## config.mk

```make
export PLATFORM = sky130hd
export DESIGN_NAME = acc_mr_muldiv
export DESIGN_NICKNAME = d
export VERILOG_FILES = /design/src/rtl/acc_mr_muldiv.sv
export SDC_FILE = /design/constraint.sdc
export NUM_CORES = 1
export LEC_CHECK = 0
export BUFFER_PORTS_ARGS = -buffer_cell sky130_fd_sc_hd__buf_2
export CELL_PAD_IN_SITES_DETAIL_PLACEMENT = 0
export CELL_PAD_IN_SITES_GLOBAL_PLACEMENT = 1
export CORE_ASPECT_RATIO = 1.4
export CORE_UTILIZATION = 40
export DETAILED_ROUTE_END_ITERATION = 12
export PLACE_DENSITY = 0.81
export SETUP_SLACK_MARGIN = 0.4
export SLEW_MARGIN = 15
export SYNTH_ARGS = -nofsm -noshare
export SYNTH_HDL_FRONTEND = slang
export SYNTH_SLANG_ARGS = --single-unit
```

## constraint.sdc

```tcl
create_clock -name clk -period 2.61 [get_ports clk]
set_input_delay 0.6525 -clock clk [delete_from_list [all_inputs] [get_ports clk]]
set_output_delay 0.6525 -clock clk [all_outputs]
set_load 0.05 [all_outputs]
```

## src/rtl/acc_mr_muldiv.sv

```systemverilog
// Sequential multiply/divide unit. It runs a WIDTH-cycle shift-add multiply or a
// restoring divide on operand magnitudes, then applies sign correction into ACC (high/remainder) and MR (low/quotient).

module acc_mr_muldiv #(
  parameter int WIDTH     = 16,
  parameter bit SIGNED_EN = 1'b1
) (
  input  logic             clk,
  input  logic             rst,
  input  logic             start,
  input  logic [1:0]       op,
  input  logic [WIDTH-1:0] a,
  input  logic [WIDTH-1:0] b,
  output logic             busy,
  output logic             done,
  output logic [WIDTH-1:0] acc_out,
  output logic [WIDTH-1:0] mr_out,
  output logic             div_zero
);

  localparam int CW = $clog2(WIDTH + 1);

  typedef enum logic [1:0] {IDLE, CALC, FIX} state_t;

  state_t           r_state;
  state_t           w_next;
  logic [CW-1:0]    r_cnt;
  logic [WIDTH-1:0] r_hi;
  logic [WIDTH-1:0] r_lo;
  logic [WIDTH-1:0] r_opnd;
  logic [WIDTH-1:0] r_a;
  logic             r_is_div;
  logic             r_neg_q;
  logic             r_neg_r;
  logic             r_dz;
  logic [WIDTH-1:0] r_acc_out;
  logic [WIDTH-1:0] r_mr_out;
  logic             r_done;
  logic             r_div_zero;

  logic               w_signed;
  logic               w_sa;
  logic               w_sb;
  logic [WIDTH-1:0]   w_a_mag;
  logic [WIDTH-1:0]   w_b_mag;
  logic [WIDTH:0]     w_mul_sum;
  logic [WIDTH:0]     w_shift;
  logic               w_ge;
  logic [WIDTH-1:0]   w_diff;
  logic [2*WIDTH-1:0] w_prod;
  logic [2*WIDTH-1:0] w_prod_fix;
  logic [WIDTH-1:0]   w_quot;
  logic [WIDTH-1:0]   w_rem;

  assign w_signed = SIGNED_EN && op[0];
  assign w_sa     = w_signed && a[WIDTH-1];
  assign w_sb     = w_signed && b[WIDTH-1];
  assign w_a_mag  = w_sa ? -a : a;
  assign w_b_mag  = w_sb ? -b : b;

  // Multiply step: conditionally add the multiplicand, then shift {hi,lo} right.
  assign w_mul_sum = {1'b0, r_hi} + (r_lo[0] ? {1'b0, r_opnd} : '0);

  // Divide step: shift the next dividend bit into the partial remainder and trial-subtract.
  assign w_shift = {r_hi, r_lo[WIDTH-1]};
  assign w_ge    = (w_shift >= {1'b0, r_opnd});
  assign w_diff  = w_shift[WIDTH-1:0] - r_opnd;

  assign w_prod     = {r_hi, r_lo};
  assign w_prod_fix = r_neg_q ? -w_prod : w_prod;
  assign w_quot     = r_neg_q ? -r_lo : r_lo;
  assign w_rem      = r_neg_r ? -r_hi : r_hi;

  always_ff @(posedge clk or negedge rst) begin
    if (!rst) begin
      r_state <= IDLE;
    end else begin
      r_state <= w_next;
    end
  end

  always_comb begin
    w_next = r_state;
    case (r_state)
      IDLE:    if (start) w_next = CALC;
      CALC:    if (r_cnt == CW'(WIDTH - 1)) w_next = FIX;
      FIX:     w_next = IDLE;
      default: w_next = IDLE;
    endcase
  end

  always_ff @(posedge clk or negedge rst) begin
    if (!rst) begin
      r_cnt      <= '0;
      r_hi       <= '0;
      r_lo       <= '0;
      r_opnd     <= '0;
      r_a        <= '0;
      r_is_div   <= 1'b0;
      r_neg_q    <= 1'b0;
      r_neg_r    <= 1'b0;
      r_dz       <= 1'b0;
      r_acc_out  <= '0;
      r_mr_out   <= '0;
      r_done     <= 1'b0;
      r_div_zero <= 1'b0;
    end else begin
      case (r_state)
        IDLE: begin
          r_done <= 1'b0;
          if (start) begin
            r_cnt      <= '0;
            r_hi       <= '0;
            r_a        <= a;
            r_is_div   <= op[1];
            r_dz       <= op[1] && (b == '0);
            r_div_zero <= 1'b0;
            r_neg_q    <= w_sa ^ w_sb;
            r_neg_r    <= op[1] && w_sa;
            // MUL keeps the multiplier in lo; DIV keeps the dividend in lo, divisor in opnd.
            r_lo       <= op[1] ? w_a_mag : w_b_mag;
            r_opnd     <= op[1] ? w_b_mag : w_a_mag;
          end
        end
        CALC: begin
          r_cnt <= r_cnt + CW'(1);
          if (r_is_div) begin
            r_hi <= w_ge ? w_diff : w_shift[WIDTH-1:0];
            r_lo <= {r_lo[WIDTH-2:0], w_ge};
          end else begin
            r_hi <= w_mul_sum[WIDTH:1];
            r_lo <= {w_mul_sum[0], r_lo[WIDTH-1:1]};
          end
        end
        FIX: begin
          r_done <= 1'b1;
          if (r_is_div && r_dz) begin
            r_acc_out  <= r_a;
            r_mr_out   <= '1;
            r_div_zero <= 1'b1;
          end else if (r_is_div) begin
            r_acc_out <= w_rem;
            r_mr_out  <= w_quot;
          end else begin
            r_acc_out <= w_prod_fix[2*WIDTH-1:WIDTH];
            r_mr_out  <= w_prod_fix[WIDTH-1:0];
          end
        end
        default: ;
      endcase
    end
  end

  assign busy     = (r_state != IDLE);
  assign done     = r_done;
  assign acc_out  = r_acc_out;
  assign mr_out   = r_mr_out;
  assign div_zero = r_div_zero;

endmodule

```

# Word-level counts from Yosys, hierarchy flattened

Index checks and enable logic that the tools add are counted.

Word-level logic and storage cells: 72
Output and inout port bits: 35
Register bits after elaboration: 109

Magnitude comparators: 1
Mux-type cells: 28
Bitwise logic cells: 1
Add/subtract/negate cells: 8
Equal/unequal tests: 6
Reduce and logical (&&, ||, !) cells: 14

Operators by type and width:

| kind                  | number |
|---|---|
| $mux W16              | 16 |
| $neg A16 Y16          | 4 |
| $pmux W16 S2          | 2 |
| $mux W32              | 1 |
| $neg A32 Y32          | 1 |
| $add A16 B16 Y17      | 1 |
| $ge A17 B16 Y1        | 1 |
| $logic_not A16 Y1     | 1 |
| $sub A16 B16 Y16      | 1 |
| $pmux W5 S2           | 1 |
| $ne A2 B2 Y1 const B  | 3 |
| $reduce_and A2 Y1     | 3 |
| $reduce_bool A2 Y1    | 3 |
| $add A5 B1 Y5 const B | 1 |
| $eq A5 B4 Y1 const B  | 1 |
| $logic_and A1 B1 Y1   | 5 |
| $mux W5               | 1 |
| $mux W2               | 2 |
| $pmux W1 S2           | 2 |
| $pmux W2 S2           | 1 |
| $reduce_and A3 Y1     | 1 |
| $eq A2 B1 Y1 const B  | 1 |
| $eq A2 B2 Y1 const B  | 1 |
| $logic_not A2 Y1      | 1 |
| other kinds (2)       | 3 |

# Depth between registers and ports, before layout

Gate-level depths: netlist (run 1).

Depth in word-level cells: 5
Gate-level depth with buffers: 13
Mapped depth without buffers: 12

# Worst setup path after synthesis (run 1)

Ideal clock, no wire load.

Path kind: flip-flop to flip-flop
Start: register r_lo[0]
End: register r_hi[13]
Stages on the path, launching flop included: 13
Arrival: 2,619 ps
Period minus slack after synthesis: 2,750 ps
Setup slack: -140 ps
Setup time: 131 ps
Path buffers: 1
Path through: dfrtp_1 -> inv_1 -> buf_1 -> nor2_1 -> ha_1 -> o21ai_0 -> a21oi_1 -> o31a_1 -> o41ai_1 -> o21ai_1 -> xor2_1 -> a22oi_1 -> o21ai_1

Cells in the longest elaborated chain, start to end: 4

RTL lines:

| element                  | RTL line | RTL |
|---|---|---|
| start: declaration       | 29       | `logic [WIDTH-1:0] r_lo;` |
| start signal: assignment | 121      | `r_lo <= op[1] ? w_a_mag : w_b_mag;` |
| start signal: assignment | 129      | `r_lo <= {r_lo[WIDTH-2:0], w_ge};` |
| start signal: assignment | 132      | `r_lo <= {w_mul_sum[0], r_lo[WIDTH-1:1]};` |
| $mux W16                 | 62       | `assign w_mul_sum = {1'b0, r_hi} + (r_lo[0] ? {1'b0, r_opnd} : '0);` |
| $add A16 B16 Y17         | 62       |  |
| $mux W16                 | 127      | `if (r_is_div) begin` |
| $pmux W16 S2             | 108      | `case (r_state)` |
| end signal: assignment   | 128      | `r_hi <= w_ge ? w_diff : w_shift[WIDTH-1:0];` |
| end signal: assignment   | 131      | `r_hi <= w_mul_sum[WIDTH:1];` |
| end: declaration         | 28       | `logic [WIDTH-1:0] r_hi;` |

No other way between the ends.
A chain may end at the register's enable or synchronous reset.

# Worst setup path after layout (run 1)

Start: register r_lo[0]
End: register r_hi[9]

The elaborated chain is that of the path after synthesis.

==> flow_summary.json, run 1 <==
{
  "cts.clk_slew.worst_paths_ns": 0.08,
  "hp-class": "in -> async",
  "fin_crit_ns": 2.59,
  "overflow": 0,
  "synth_edf_count": 0,
  "setup_viol": 0,
  "cp.arrival_ns": 2.83,
  "insertion_delay_ns": 0.36,
  "core_area_um2": 19800,
  "path_max_fanout": 6,
  "area_growth_pct": 31.4,
  "setup_slack_ns": 0.0156,
  "p_seq_frac": 0.190,
  "leakagePower_nw": 4.67,
  "cts.sinks": 109,
  "drt_wl_total_um": 27300,
  "die_area_um2": 20800,
  "synth_nets": 1063,
  "n_antenna_cell": 0,
  "syn_area_per_cell_um2": 8.22,
  "total_power_w": 0.0155,
  "cap_viol_max_count": 0,
  "antenna_found_initial": 0,
  "num_io_pins": 72,
  "grt_pass1_wl_um": 41800,
  "p_sw_w": 0.00750,
  "clkPwrFrac": 0.095,
  "place_inst": 1353,
  "numPortBuffers": 71,
  "clock_skew_ns": 0.00783,
  "hpwl_um": 20500,
  "mappedNetlistArea_um2": 8100,
  "switching_share": 0.484,
  "slew_headroom": 0.446,
  "grt_max_degree": 60,
  "dpl_cell_area_um2": 9530,
  "layout.nets": 1211,
  "timing.final.crit_share": 0.994,
  "p_int_w": 0.00799,
  "wl_per_cell_um": 19.6,
  "final_area_um2": 10600,
  "place.gp.congestion": 0.935,
  "ff2ff_path_depth": 10,
  "ant_nets": 0,
  "rows": 61,
  "ir_worst_vdd_uv": 734,
  "worst_slew_pin_slew_ns": 0.831,
  "rr_startpoint": "r_lo[0]",
  "fmax_ghz": 0.385,
  "synthFlopType": "dfrtp_1",
  "critPathRequiredTime_ns": 2.84,
  "r2r_end": "r_hi[9]",
  "pwr-share-comb": 0.715,
  "hold_viol_final": 0,
  "dr.pass1.iters": 7,
  "route.vias.total": 8050,
  "async_reset_ff_frac": 1.00,
  "yosysUniqueCellTypes": 73,
  "viasPerCell": 5.79,
  "yosysSeqAreaShare": 0.337,
  "timing.hold.ws_ns": 0.266,
  "die_x_um": 122,
  "ys_seq_elements": 109,
  "start_kind": "flop",
  "drv_slew": 0,
  "grt_pass1_vias": 7772,
  "h-tree-depth": 3,
  "cts_root_buf": "clkbuf_16",
  "status": "complete, no violations",
  "cts_tree": "yes",
  "end_kind": "flop",
  "clock_path_buffers": 2,
  "path_class": "reg -> reg",
  "cts_buffers": 9,
  "drive_above_1_share": 0.301,
  "grt_setup_unrepaired": "yes",
  "r2r_slack_ns": 0.02,
  "powerDensity_nw_per_um2": 1460,
  "drtIter0Drc": 453,
  "initial_core_util": 0.408,
  "final_cells": 1390,
  "synth_warnings": 0,
  "grt_usage": 0.263,
  "syn_inst": 986,
  "post-route-drc-count": 0,
  "die_h_um": 170,
  "dpl_worst_slack_ns": -0.148
}
[per-stage QoR]
step	TNS (ns)	util
2_1_floorplan	0	-
3_3_place_gp	-0.720	0.480
3_5_place_dp	-1.27	0.480
4_1_cts	0	0.508
5_1_grt	-0.453	0.537
6_report	0	0.537
[worst max-delay path, stage by stage, from the launching register on]
cell	delay [ns]
dfrtp_2	0.42
clkinv_4	0.13
nor2_1	0.26
ha_4	0.26
o21ai_2	0.16
a21oi_4	0.05
o31a_1	0.33
buf_4	0.15
or3_1	0.35
a32oi_2	0.25
o21ai_1	0.09
[cells by family after synthesis]
group	Yosys count	share of synthesized area
compound gates	305	0.242
mux	34	0.0422
simple gates	322	0.183
buf+inv	99	0.0491
fa+ha+maj	40	0.0636
xor+xnor	77	0.0832
flops	109	0.337
[layer usage]
metal,vias to the layer above,routed length (um),GRT usage
met5,-,0,0
met4,0,1450,0.143
met3,88,1140,0.0265
met2,261,13900,0.457
met1,3873,10800,0.316
li1,3828,-,-
[Yosys cell counts, drive strengths merged (18+ instances only)]
library cell	instances	area, um^2
a211oi	22	170
a21oi	64	320
clkbuf	45	173
dfrtp	109	2730
ha	38	475
inv	39	146
mux2i	33	330
nand2	137	517
nand3	18	90.1
nor2	79	297
o21ai	104	524
xnor2	46	403
xor2	31	272
[worst max-delay path by stage]
stage              start  endpoint  slack [ns]  cells after the start
4_1_cts        r_opnd[1]   r_hi[0]        0.02                     11
5_1_grt          r_lo[0]  r_hi[11]       -0.07                     11
3_3_place_gp     r_hi[0]   r_hi[7]       -0.10                     10
3_5_place_dp   r_opnd[1]   r_hi[8]       -0.15                     11
6_report         r_lo[0]   r_hi[9]        0.02                     10
2_1_floorplan    r_hi[0]   r_hi[0]        0.10                     10
[registers in the layout, summed over array words and instances (netlist names)]
| signal | flops |
|---|---|
| acc_out | 16 |
| mr_out | 16 |
| r_a | 16 |
| r_hi | 16 |
| r_lo | 16 |
| r_opnd | 16 |
| r_cnt | 5 |
| r_state | 2 |
| div_zero | 1 |
| done | 1 |
| r_dz | 1 |
| r_is_div | 1 |
| r_neg_q | 1 |
| r_neg_r | 1 |
[placed cells by master, fill, tap and decap left out, drive strengths merged, types with 5 or more instances in the layout]
master	n
o22a	16
nand2b	11
o41ai	8
buf	197
clkbuf	9
and2	8
xor2	31
o211ai	15
a21oi	64
a31oi	10
a21o	7
dfrtp	109
a211oi	22
nand4	5
o31ai	10
or4	10
o21ai	104
and3	5
nor4	7
a22oi	17
nand2	137
inv	41
nor2	79
xnor2	46
nor3	17
mux2i	33
ha	38
nor2b	8
nand3	18
or3	9
[power groups by stage]
stage	registers, W	logic (W)	clock network, W
CTS	0.00291	0.0101	0.00149
global placement	0.00293	0.00954	0
detailed placement	0.00294	0.00962	0
floorplan	0.00327	0.00617	0
finish	0.00295	0.0111	0.00147
global route	0.00303	0.0119	0.00157
[area by class of cell]
cell class	count	area [um^2]
inverter	39	151
clock buffer	9	225
sequential	109	2730
fill	1855	9200
multi-input combinational	778	5740
timing repair buffer	197	1400
tap	252	315
clock inverter	6	80.1
[timing repair]
| item | 4_1_cts | 5_1_grt |
|---|---|---|
| buffers inserted | 9 | 13 |
| setup endpoints to repair | 35 | 52 |
| hold endpoints to repair | 0 | 0 |
| hold buffers | 0 | 0 |
| resized for setup | 41 | 99 |
| pin swaps | 27 | 47 |
Power figures use the tool's default switching activity.
==> run 2: changes to the inputs <==
- CORE_UTILIZATION: 40 -> 25
- PLACE_DENSITY: 0.81 -> 0.57
==> flow_summary.json, run 2 (synthesis gave the netlist of run 1 again) <==
{
  "status": "complete, but fails checks",
  "violations": "setup timing",
  "clkPwrFrac": 0.085,
  "area_growth_pct": 41.4,
  "pwr-share-comb": 0.734,
  "critPathTopFamily": "compound AO/OA/AOI/OAI gates",
  "fin_util": 0.361,
  "end_kind": "flop",
  "fmax_ghz": 0.376,
  "final_cells": 1589,
  "wl_met1_um": 12800,
  "powerDensity_nw_per_um2": 1460,
  "slowest_stage": "dfrtp_1",
  "hold_viol_final": 0,
  "seqCellArea_um2": 2740,
  "place.gp.congestion": 0.864,
  "antenna_found_initial": 0,
  "fin_crit_ns": 2.66,
  "cp.arrival_ns": 2.89,
  "grt_pass1_wl_um": 47100,
  "dpl_cell_area_um2": 9930,
  "cap_viol_max_count": 0,
  "worst_slew_pin_slew_ns": 1.00,
  "start_kind": "flop",
  "die_x_um": 154,
  "grt_setup_unrepaired": "yes",
  "final_area_um2": 11500,
  "hpwl_um": 23500,
  "wl_met2_um": 16100,
  "critPathMaxStageDelay_ns": 0.43,
  "layout_common_cells": "buf_4 (145), nand2_1 (126), dfrtp_1 (103), buf_2 (68), nor2_1 (67)",
  "multi_input_area_um2": 5910,
  "cts.sinks": 109,
  "top_layer": "met4",
  "overflow": 0,
  "dr.pass1.iters": 6,
  "h-tree-depth": 3,
  "die_area_um2": 33100,
  "total_power_w": 0.0167,
  "die_h_um": 215,
  "switching_share": 0.475,
  "initial_core_util": 0.256,
  "layout.nets": 1265,
  "wl_met3_um": 592,
  "viasPerCell": 5.05,
  "cts_root_buf": "clkbuf_16",
  "num_io_pins": 72,
  "p_sw_w": 0.00795,
  "place_inst": 1527,
  "rows": 77,
  "drive_above_1_share": 0.355,
  "setup_viol": 3,
  "cts.clk_slew.worst_paths_ns": 0.08,
  "setup_slack_ns": -0.0480,
  "cts_tree": "yes",
  "p_int_w": 0.00878,
  "route.vias.total": 8025,
  "crit_chain": "and2_4 > ha_4 > inv_2 > fa_2 > nand2b_4 > a21oi_4 > o31a_1 > o41ai_4 > buf_4 > o21ai_4 > xor2_1 > a22oi_1 > o21ai_1",
  "p_seq_frac": 0.180,
  "hp-class": "in -> async",
  "timing.final.crit_share": 1.02,
  "wl_per_cell_um": 19.2,
  "insertion_delay_ns": 0.38,
  "grt_usage": 0.186,
  "core_area_um2": 31700,
  "post-route-drc-count": 0,
  "grt_max_degree": 110,
  "grt_pass1_vias": 8258,
  "layout_commonest_cell": "buf_4",
  "clock_path_buffers": 2,
  "drtIter0Drc": 429,
  "path_class": "reg -> reg",
  "ir_worst_vdd_uv": 664,
  "path_max_fanout": 4,
  "clock_skew_ns": 0.0167,
  "drt_wl_total_um": 30600,
  "ctsHoldBuffers": 0,
  "worst-path-buf-inv": 2,
  "slew_headroom": 0.329,
  "leakagePower_nw": 4.97,
  "timing.hold.ws_ns": 0.328,
  "ant_nets": 0,
  "drv_slew": 0,
  "fill_cells": 3244,
  "critPathRequiredTime_ns": 2.84,
  "cts_buffers": 9,
  "numPortBuffers": 71
}
run 2: changes by cell type in the layout (fill, tap and decap cells not counted), moves of 3 or more:
| cell | delta |
|---|---|
| buf_4 | +32 |
| buf_6 | +24 |
| ha_1 | -5 |
| ha_4 | +7 |
| inv_1 | -5 |
| inv_2 | +5 |
| nand2_1 | -4 |
| nand2_4 | +4 |
| nor2_1 | -6 |
| nor2_2 | +3 |
| nor2_4 | +3 |
run 2: layout make-up:
cell class | count | share of cell area
Multi-Input combinational cell | 778 | 0.516
Sequential cell | 109 | 0.239
Timing Repair Buffer | 251 | 0.164
Tap cell | 395 | 0.0432
Clock buffer | 10 | 0.0209
Inverter | 39 | 0.0130
Clock inverter | 6 | 0.00459
Antenna cell | 1 | 0.000218
run 2: timing repair:
item / in CTS / in global routing
setup buffers: 23 / 22
setup endpoints to repair: 38 / 53
gates cloned: 0 / 0
gates resized for setup: 96 / 99
pin swaps: 60 / 52
endpoints found under the hold margin: 0 / 0
run 2: metrics by stage:
step | setup TNS, ns | setup slack [ns]
finish | -0.0669 | -0.0480
floorplan | 0 | 0.101
global placement | -2.75 | -0.256
global route | -1.59 | -0.168
detailed placement | -3.44 | -0.296
CTS | -0.131 | -0.0581
run 2: power groups by stage:
stage,logic (W),clock network (W),registers [W]
2_1_floorplan,0.00617,0,0.00327
3_3_place_gp,0.0103,0,0.00300
3_5_place_dp,0.0103,0,0.00301
4_1_cts,0.0113,0.00147,0.00299
5_1_grt,0.0133,0.00152,0.00310
6_report,0.0123,0.00143,0.00302
run 2: metal layers:
layer | up-vias | global-route usage
li1 | 3935 | -
met4 | 0 | 0.0773
met3 | 52 | 0.0177
met2 | 129 | 0.339
met1 | 3909 | 0.220
met5 | - | 0
run 2: path summary, 6_finish.rpt:
| path | cells past startpoint | start | end | slack [ns] |
|---|---|---|---|---|
| setup / recovery | 13 | r_lo[0] | r_hi[13] | -0.05 |
| hold / removal | 2 | rst | mr_out[4] | 0.33 |
| setup reg to reg | 13 | r_lo[0] | r_hi[13] | -0.05 |
| hold reg to reg | 2 | r_a[6] | r_a[6] | 0.48 |
| max in group asynchronous | 2 | rst | r_hi[10] | 1.72 |
| min in group clk | 2 | r_a[6] | r_a[6] | 0.48 |
==> run 3: changes to the inputs <==
- CORE_UTILIZATION: 25 -> 42
- CTS_BUF_LIST: not set -> sky130_fd_sc_hd__clkbuf_2
- HOLD_SLACK_MARGIN: not set -> 0.02
- PLACE_DENSITY: 0.57 -> 0.84
==> flow_summary.json, run 3 (synthesis gave the netlist of run 1 again) <==
{
  "grt_usage": 0.275,
  "place_inst": 1352,
  "viasPerCell": 5.75,
  "dr.pass1.iters": 7,
  "cts_buffers": 9,
  "clock_path_buffers": 2,
  "grt_pass1_wl_um": 42800,
  "cts.sinks": 109,
  "total_power_w": 0.0152,
  "worst_slew_pin_slew_ns": 0.855,
  "grt_max_degree": 49,
  "grt_pass1_vias": 8153,
  "post-route-drc-count": 0,
  "clkPwrFrac": 0.057,
  "wl_per_cell_um": 19.2,
  "p_sw_w": 0.00743,
  "die_x_um": 119,
  "hpwl_um": 20600,
  "die_area_um2": 19900,
  "final_cells": 1409,
  "initial_core_util": 0.432,
  "cts_root_buf": "clkbuf_2",
  "leakagePower_nw": 4.69,
  "cap_viol_max_count": 0,
  "layout_common_cells": "buf_4 (131), nand2_1 (130), dfrtp_1 (104), nor2_1 (71), buf_2 (69)",
  "cts.clk_slew.worst_paths_ns": 0.32,
  "core_area_um2": 18800,
  "path_class": "reg -> reg",
  "drive_above_1_share": 0.307,
  "p_seq_frac": 0.191,
  "numPortBuffers": 71,
  "powerDensity_nw_per_um2": 1450,
  "ant_nets": 0,
  "end_kind": "flop",
  "p_int_w": 0.00780,
  "ir_worst_vdd_uv": 674,
  "num_io_pins": 72,
  "pwr-share-comb": 0.753,
  "die_h_um": 166,
  "layout.nets": 1236,
  "switching_share": 0.488,
  "drtIter0Drc": 497,
  "timing.hold.ws_ns": 0.232,
  "overflow": 0,
  "ff2ff_path_depth": 11,
  "area_growth_pct": 29.9,
  "layout_commonest_cell": "buf_4",
  "fin_util": 0.561,
  "drt_wl_total_um": 27000,
  "antenna_found_initial": 1,
  "insertion_delay_ns": 0.66,
  "clock_skew_ns": 0.0577,
  "cts_tree": "yes",
  "critPathRequiredTime_ns": 3.13,
  "start_kind": "flop",
  "status": "complete, no violations",
  "h-tree-depth": 3,
  "path_max_fanout": 6,
  "drv_slew": 0,
  "route.vias.total": 8096,
  "setup_viol": 0,
  "hp-class": "in -> reg",
  "timing.final.crit_share": 0.994,
  "slew_headroom": 0.428,
  "rows": 59,
  "hold_viol_final": 0,
  "cp.arrival_ns": 3.11,
  "fmax_ghz": 0.386,
  "place.gp.congestion": 0.909,
  "grt_setup_unrepaired": "yes",
  "fin_crit_ns": 2.59,
  "holdPathStages": 3
}
run 3: changes by cell type in the layout (fill, tap and decap cells not counted), sizes merged:
| cell | change |
|---|---|
| buf | -30 |
| bufinv | +1 |
| clkinv | +1 |
| clkinvlp | -1 |
| dlygate4sd3 | +1 |
| inv | -1 |
run 3: critical path, stage by stage, from the launching register on:
cell and delay [ns]:
dfrtp_2 0.53, ha_4 0.28, nor2b_4 0.14, o2111a_2 0.24, o31ai_4 0.07, a211oi_2 0.28, nor4_2 0.08, o21ai_2 0.28
buf_4 0.18, buf_8 0.13, mux2i_1 0.18, o21ai_1 0.07
run 3: per-layer routing:
layer / part of all wire / global-route usage / vias to the layer above / wire, um
li1: - / - / 3864 / -
met1: 0.41 / 0.326 / 3901 / 11000
met2: 0.50 / 0.475 / 255 / 13600
met3: 0.042 / 0.0388 / 76 / 1130
met4: 0.049 / 0.151 / 0 / 1320
met5: 0 / 0 / - / 0
run 3: worst paths after layout:
path / slack [ns] / start / end
setup / recovery: 0.02 / r_hi[0] / r_hi[2]
hold / removal: 0.23 / a[7] / r_a[7]
setup reg to reg: 0.02 / r_hi[0] / r_hi[2]
hold reg to reg: 0.51 / r_cnt[3] / r_cnt[3]
max in group asynchronous: 1.40 / rst / r_neg_q
min in group asynchronous: 0.51 / rst / mr_out[3]
run 3: power groups by stage:
stage,logic (W),registers (W),clock network (W)
2_1_floorplan,0.00617,0.00327,0
3_3_place_gp,0.00962,0.00290,0
3_5_place_dp,0.00973,0.00293,0
4_1_cts,0.0106,0.00290,0.000893
5_1_grt,0.0124,0.00297,0.000944
6_report,0.0115,0.00290,0.000865
run 3: timing repair:
action | CTS | global route
hold buffers | 1 | 0
hold endpoints to repair | 36 | 0
setup buffers | 18 | 20
setup endpoints to repair | 36 | 38
cloned | 1 | 0
resized for setup | 70 | 59
pin swaps | 45 | 57
run 3: metrics by stage:
step | setup slack (ns) | TNS (ns) | cell area (um^2)
after global placement | -0.0803 | -0.349 | 9540
after detailed placement | -0.127 | -1.33 | 9540
after global routing | -0.0991 | -1.09 | 10500
after floorplan | 0.101 | 0 | 8290
final | 0.0160 | 0 | 10500
after CTS | 0.0300 | 0 | 10100
run 3: cell type report:
class | instances | area [um^2]
multi-input combinational | 778 | 5610
inverter | 39 | 146
fill | 1750 | 8220
antenna | 1 | 2.50
tap | 244 | 305
sequential | 109 | 2730
clock inverter | 6 | 78.8
timing repair buffer | 222 | 1600
clock buffer | 10 | 50.0
